<file path="src/rtl/ulpi_link_ctrl.sv">
// ULPI link-side controller: one FSM that arbitrates register reads/writes
// (immediate and extended addresses) against PHY-initiated receive traffic.
// The pad tristate lives outside; data_oe tells it when the link drives.
module ulpi_link_ctrl #(
  parameter bit EXT_ADDR_EN = 1'b1,
  parameter bit RXCMD_FWD   = 1'b1,
  parameter int TIMEOUT     = 255
) (
  input  logic       clk,
  input  logic       rst,
  input  logic       reg_req,
  input  logic       reg_we,
  input  logic [7:0] reg_addr,
  input  logic [7:0] reg_wdata,
  output logic       reg_busy,
  output logic       reg_done,
  output logic       reg_err,
  output logic [7:0] reg_rdata,
  output logic [7:0] rx_data,
  output logic       rx_valid,
  output logic       rx_is_cmd,
  output logic       rx_end,
  output logic [7:0] status,
  input  logic       ulpi_dir,
  input  logic       ulpi_nxt,
  output logic       ulpi_stp,
  input  logic [7:0] data_i,
  output logic [7:0] data_o,
  output logic       data_oe
);

  typedef enum logic [3:0] {
    IDLE, TX_CMD, TX_EXT, TX_DATA, TX_STP, RD_TA, RD_DATA, RX_TA, RX, RX_END
  } state_t;

  // Last counter value before giving up; the counter is 8 bits wide.
  localparam logic [7:0] TO_LAST = 8'(TIMEOUT - 1);

  state_t     state;
  logic       we_q, ext_q, retry;
  logic [7:0] addr_q, wdata_q, cnt;
  logic       tx_state, timed_out, illegal, ext_req;
  logic [7:0] tx_byte;

  assign timed_out = (cnt == TO_LAST);
  assign ext_req   = (reg_addr > 8'h3F);
  assign illegal   = ext_req && !EXT_ADDR_EN;

  // Byte the link presents while it owns the bus; extended accesses use the
  // escape address 6'h2F followed by the full address byte.
  always_comb begin
    tx_state = 1'b0;
    tx_byte  = 8'h00;
    case (state)
      TX_CMD:  begin tx_state = 1'b1; tx_byte = {we_q ? 2'b10 : 2'b11, ext_q ? 6'h2F : addr_q[5:0]}; end
      TX_EXT:  begin tx_state = 1'b1; tx_byte = addr_q; end
      TX_DATA: begin tx_state = 1'b1; tx_byte = wdata_q; end
      TX_STP:  tx_state = 1'b1;
      default: ;
    endcase
  end

  // Drive is released combinationally the moment the PHY takes DIR.
  assign data_oe  = tx_state & ~ulpi_dir & ~rst;
  assign data_o   = data_oe ? tx_byte : 8'h00;
  assign ulpi_stp = rst | (state == TX_STP);

  // Main FSM: request latch, TX sequencing with abort/timeout, read capture, RX stream.
  always_ff @(posedge clk) begin
    if (rst) begin
      state     <= IDLE;
      we_q      <= 1'b0;
      ext_q     <= 1'b0;
      retry     <= 1'b0;
      addr_q    <= 8'h00;
      wdata_q   <= 8'h00;
      cnt       <= 8'h00;
      reg_busy  <= 1'b0;
      reg_done  <= 1'b0;
      reg_err   <= 1'b0;
      reg_rdata <= 8'h00;
      rx_data   <= 8'h00;
      rx_valid  <= 1'b0;
      rx_is_cmd <= 1'b0;
      rx_end    <= 1'b0;
      status    <= 8'h00;
    end else begin
      reg_done  <= 1'b0;
      reg_err   <= 1'b0;
      rx_valid  <= 1'b0;
      rx_is_cmd <= 1'b0;
      rx_end    <= 1'b0;
      cnt       <= 8'h00;  // any state change restarts the wait counter
      case (state)
        IDLE: begin
          if (ulpi_dir) state <= RX_TA;
          else if (reg_req) begin
            if (illegal) begin
              reg_done <= 1'b1;
              reg_err  <= 1'b1;
            end else begin
              we_q     <= reg_we;
              ext_q    <= ext_req;
              addr_q   <= reg_addr;
              wdata_q  <= reg_wdata;
              reg_busy <= 1'b1;
              state    <= TX_CMD;
            end
          end
        end
        TX_CMD, TX_EXT, TX_DATA: begin
          if (ulpi_dir) begin
            // PHY won the bus before accepting: keep the request and replay it.
            retry <= 1'b1;
            state <= RX_TA;
          end else if (ulpi_nxt) begin
            if (state == TX_DATA)                state <= TX_STP;
            else if (state == TX_CMD && ext_q)   state <= TX_EXT;
            else                                 state <= we_q ? TX_DATA : RD_TA;
          end else if (timed_out) begin
            reg_done <= 1'b1;
            reg_err  <= 1'b1;
            reg_busy <= 1'b0;
            state    <= IDLE;
          end else cnt <= cnt + 8'd1;
        end
        TX_STP: begin
          reg_done <= 1'b1;
          reg_busy <= 1'b0;
          state    <= IDLE;
        end
        RD_TA: begin
          if (ulpi_dir) state <= RD_DATA;
          else if (timed_out) begin
            reg_done <= 1'b1;
            reg_err  <= 1'b1;
            reg_busy <= 1'b0;
            state    <= IDLE;
          end else cnt <= cnt + 8'd1;
        end
        RD_DATA: begin
          // First cycle captures the register; afterwards wait for the PHY to release.
          if (reg_busy) begin
            reg_rdata <= data_i;
            reg_done  <= 1'b1;
            reg_busy  <= 1'b0;
          end else if (!ulpi_dir) state <= IDLE;
        end
        RX_TA: state <= RX;
        RX: begin
          if (ulpi_dir) begin
            rx_data <= data_i;
            if (ulpi_nxt) rx_valid <= 1'b1;
            else begin
              status    <= data_i;
              rx_valid  <= RXCMD_FWD;
              rx_is_cmd <= 1'b1;
            end
          end else begin
            rx_end <= 1'b1;
            state  <= RX_END;
          end
        end
        RX_END: begin
          retry <= 1'b0;
          state <= retry ? TX_CMD : IDLE;
        end
        default: state <= IDLE;
      endcase
    end
  end

endmodule

</file>
<file path="config.mk">
export PLATFORM = sky130hd
export DESIGN_NAME = ulpi_link_ctrl
export DESIGN_NICKNAME = d
export VERILOG_FILES = /design/src/rtl/ulpi_link_ctrl.sv
export SDC_FILE = /design/constraint.sdc
export NUM_CORES = 1
export LEC_CHECK = 0
export ABC_AREA = 1
export CORE_ASPECT_RATIO = 1.4
export CORE_MARGIN = 5
export CORE_UTILIZATION = 45
export DETAILED_ROUTE_END_ITERATION = 16
export PLACE_DENSITY_LB_ADDON = 0.25
export SYNTH_ARGS = -nofsm -noshare
export SYNTH_HDL_FRONTEND = slang
export SYNTH_SLANG_ARGS = --single-unit
export TNS_END_PERCENT = 20
</file>
<file path="constraint.sdc">
create_clock -name clk -period 2.6 [get_ports clk]
set_input_delay 0.52 -clock clk [delete_from_list [all_inputs] [get_ports clk]]
set_output_delay 0.52 -clock clk [all_outputs]
set_load 0.01 [all_outputs]
</file>
==> flow_metrics.py <==
metrics = {
    "clock_tree": {
        "cts_max_level": 3,
        "clk_pin_slew_worst_paths_ns": 0.07,
        "cts.sinks": 61,
        "root_buffer": "clkbuf_8",
        "cts_tree": "done",
        "cts_buffers": 9,
        "clock_latency_ns": 0.35,
        "cts_buffer_depth": 2,
        "cts_hold_buf": 0,
    },
    "power_and_ir_drop": {
        "switchingPower_uw": 896,
        "power_per_cell_area_nw_per_um2": 720,
        "pwr-share-comb_pct": 26.3,
        "p_clk_share_pct": 34.6,
        "vdd_drop_max_uv": 410,
        "p_leak_nw": 1.70,
        "p_int_mw": 1.84,
        "swShare_pct": 32.8,
        "p_seq_share_pct": 39.1,
    },
    "yosys": {
        "yosys.area_share.simple_pct": 34.3,
        "synth_area_per_cell_sq_um": 7.18,
        "synth_largest_area_cell": "dfxtp_1",
        "ys_seq_area_share_pct": 44.6,
        "ys_types": 29,
        "synth_top_area_share_pct": 44.6,
        "synth_common_cells": "nand2_1, dfxtp_1, nor2_1, a21oi_1, nand3_1",
        "synth_top_family_by_area": "simple AND/OR/NAND/NOR gates",
        "synth_cells": 381,
        "synth_area_leaders": "dfxtp_1, nand2_1, a21oi_1",
        "synth-xor-area-share_pct": 1.92,
        "synth_most_common_cell": "nand2_1",
        "yosys_most_used_dff": "dfxtp_1",
        "ys_ff_latch": 61,
        "synthAdderAreaFrac_pct": 0.915,
        "syn_nets": 413,
        "synth_edf_count": 0,
        "async_flop_share_pct": 0,
        "syn_area_sq_um": 2740,
        "synth_compound_area_share_pct": 11.0,
        "synth_mux_area_share_pct": 0,
        "ys.warnings.count": 0,
    },
    "sta": {
        "finalCritPeriodShare_pct": 96.3,
        "setup_viol": 0,
        "final_max_slew_viol_count": 0,
        "tightest_slew_ns": 0.473,
        "timing.fmax_ghz": 0.399,
        "hold_viol": 0,
        "period_needed_ns": 2.50,
        "setup-tns-final_ns": 0,
        "relSlewSlack_pct": 68.4,
        "worst_clock_skew_ns": 0.00514,
        "rsz0062_at_grt": "false",
    },
    "placed_design": {
        "dp_hpwl_um": 5410,
        "dpl_cell_area_sq_um": 3520,
        "routabilityCongestion": 0.877,
        "port_buffers": 69,
    },
    "critical_path": {
        "r2r_start": "state[1]$_SDFFE_PP0P_",
        "reg2reg_depth": 7,
        "cp-start-kind": "input port",
        "worstSetupPathType": "input port to output port",
        "critPathMostFrequentCell": "clkdlybuf4s50_1",
        "crit_path_start": "ulpi_dir",
        "reg2reg_slack_ns": 0.99,
        "worstPathArrival_ns": 1.98,
        "crit_chain": "clkdlybuf4s50_1 -> inv_1 -> nand2_1 -> buf_4 -> a21oi_1 -> clkdlybuf4s50_1",
        "cpPeakStageDelay_ns": 0.57,
        "crit_fanout": 2,
        "cp_slowest_cell": "clkdlybuf4s50_1",
        "critPathCaptureType": "output port",
        "required_ns": 2.08,
    },
    "global_route": {
        "grt_max_degree": 41,
        "grt_overflow_total": 0,
        "antenna_found_initial": 0,
        "track_usage_pct": 20.9,
        "grt_first_pass_wirelength_um": 12400,
        "grt_pass1_vias": 2705,
    },
    "final_layout": {
        "final_util_pct": 64.4,
        "seq_area_sq_um": 1230,
        "fin_nets": 492,
        "multiInputGateArea_sq_um": 1340,
        "filler_cell_count": 532,
        "num_antenna_cells": 0,
        "area_delta_synth_final_pct": 39.0,
        "drive_gt1_share_pct": 12.5,
        "stdcell_area_sq_um": 3800,
    },
    "floorplanning": {
        "core_area_sq_um": 5900,
        "pin_count": 70,
        "die-area_sq_um": 7760,
        "die_y_um": 102,
        "rows": 33,
        "dieWidth_um": 75.9,
        "initial_core_util_pct": 46.3,
    },
    "route": {
        "antenna_left": 0,
        "routed_wl_um": 7530,
        "avgRoutedWirePerCell_um": 14.1,
        "vias_per_cell": 5.05,
        "vias": 2704,
        "drcViolationCount": 0,
        "firstDrtPassIters": 4,
        "drt_iter0_drc": 117,
    },
    "worst_hold_path": {
        "min_from": "retry$_SDFFE_PP0P_",
        "min_path_type": "flop to flop",
        "hold_depth": 2,
    },
    "status": {
        "status": "finished clean",
    },
    "flow_run": {
        "cap_viol_max_count": 0,
    },
}
state kept, by name, summed over array words and instances (netlist names):
| signal | cells |
|---|---|
| status | 8 |
| rx_valid | 1 |
| rx_end | 1 |
| rx_data | 8 |
| we_q | 1 |
| reg_busy | 1 |
| wdata_q | 8 |
| reg_rdata | 8 |
| state | 4 |
| reg_err | 1 |
| rx_is_cmd | 1 |
| ext_q | 1 |
| retry | 1 |
| cnt | 8 |
| reg_done | 1 |
| addr_q | 8 |
kinds of logic after synthesis:
logic type / Yosys count
buffers and inverters: 45
AOI/OAI and AO/OA: 55
adders and majority gates: 2
xor gates and xnor gates: 6
and+or+nand+nor: 212
DFF: 61
area by class of cell:
cell class                 instances  share of cell area, %
timing repair buffer              80                   21.2
tap                               70                   2.30
sequential                        61                   32.3
clock inverter                     7                   2.57
multi-input combinational        276                   35.2
inverter                          32                   3.19
clock buffer                       9                   3.26
per-layer routing:
layer / up-vias / global-route usage, % / part of all wire [%]
met3: 13 / 4.53 / 7.0
met5: - / 0 / 0
met2: 88 / 36.8 / 52
li1: 1369 / - / -
met1: 1234 / 23.4 / 39
met4: 0 / 9.42 / 1.8
through the flow:
step / total power, mW / setup slack [ns] / cells / hold WS [ns]
6_report: 2.73 / 0.0960 / 535 / 0.462
4_1_cts: 2.72 / 0.0209 / 533 / 0.462
5_1_grt: 2.89 / 0.0475 / 535 / 0.482
3_5_place_dp: 1.75 / 0.000275 / 516 / 0.451
2_1_floorplan: 1.53 / 0.668 / 381 / 0.430
3_3_place_gp: 1.75 / 0.0374 / 516 / 0.446
critical path: cells and delay by family:
kind	cells	cell delay [ns]
AOI/OAI and AO/OA	1	0.16
buffers and inverters	4	1.22
and+or+nand+nor	1	0.08
cells in the final DEF (no fill, tap or decap), types with 2 or more instances in the layout:
cell type	count
nand2_1	115
clkdlybuf4s50_1	60
dfxtp_1	58
nor2_1	44
a21oi_1	37
nand3_1	30
inv_1	27
o21ai_0	12
buf_4	10
nand2_2	9
clkbuf_8	9
dlymetal6s2s_1	8
nor2_4	5
xor2_1	5
inv_2	4
nor2_2	3
nand4_1	3
clkinv_2	2
ha_1	2
bufinv_16	2
inv_6	2
clkinvlp_4	2
dfxtp_2	2
power by group through the flow:
stage	Clock (mW)	Sequential, mW	Combinational, mW
detailed placement	0	1.08	0.671
floorplan	0	1.07	0.461
global route	1.00	1.07	0.808
CTS	0.957	1.06	0.697
global placement	0	1.08	0.667
finish	0.947	1.07	0.720
final timing paths:
check,endpoint
max,data_oe
min,retry$_SDFFE_PP0P_
max reg2reg,status[4]$_SDFFE_PP0P_
min reg2reg,retry$_SDFFE_PP0P_
repair_timing:
item,4_1_cts,5_1_grt
setup endpoints to repair,9,8
endpoints found under the hold margin,0,0
buffers inserted,1,1
resized for setup,5,15
cloned,0,1
pin swaps,1,4
(Power assumes the default switching activity.)
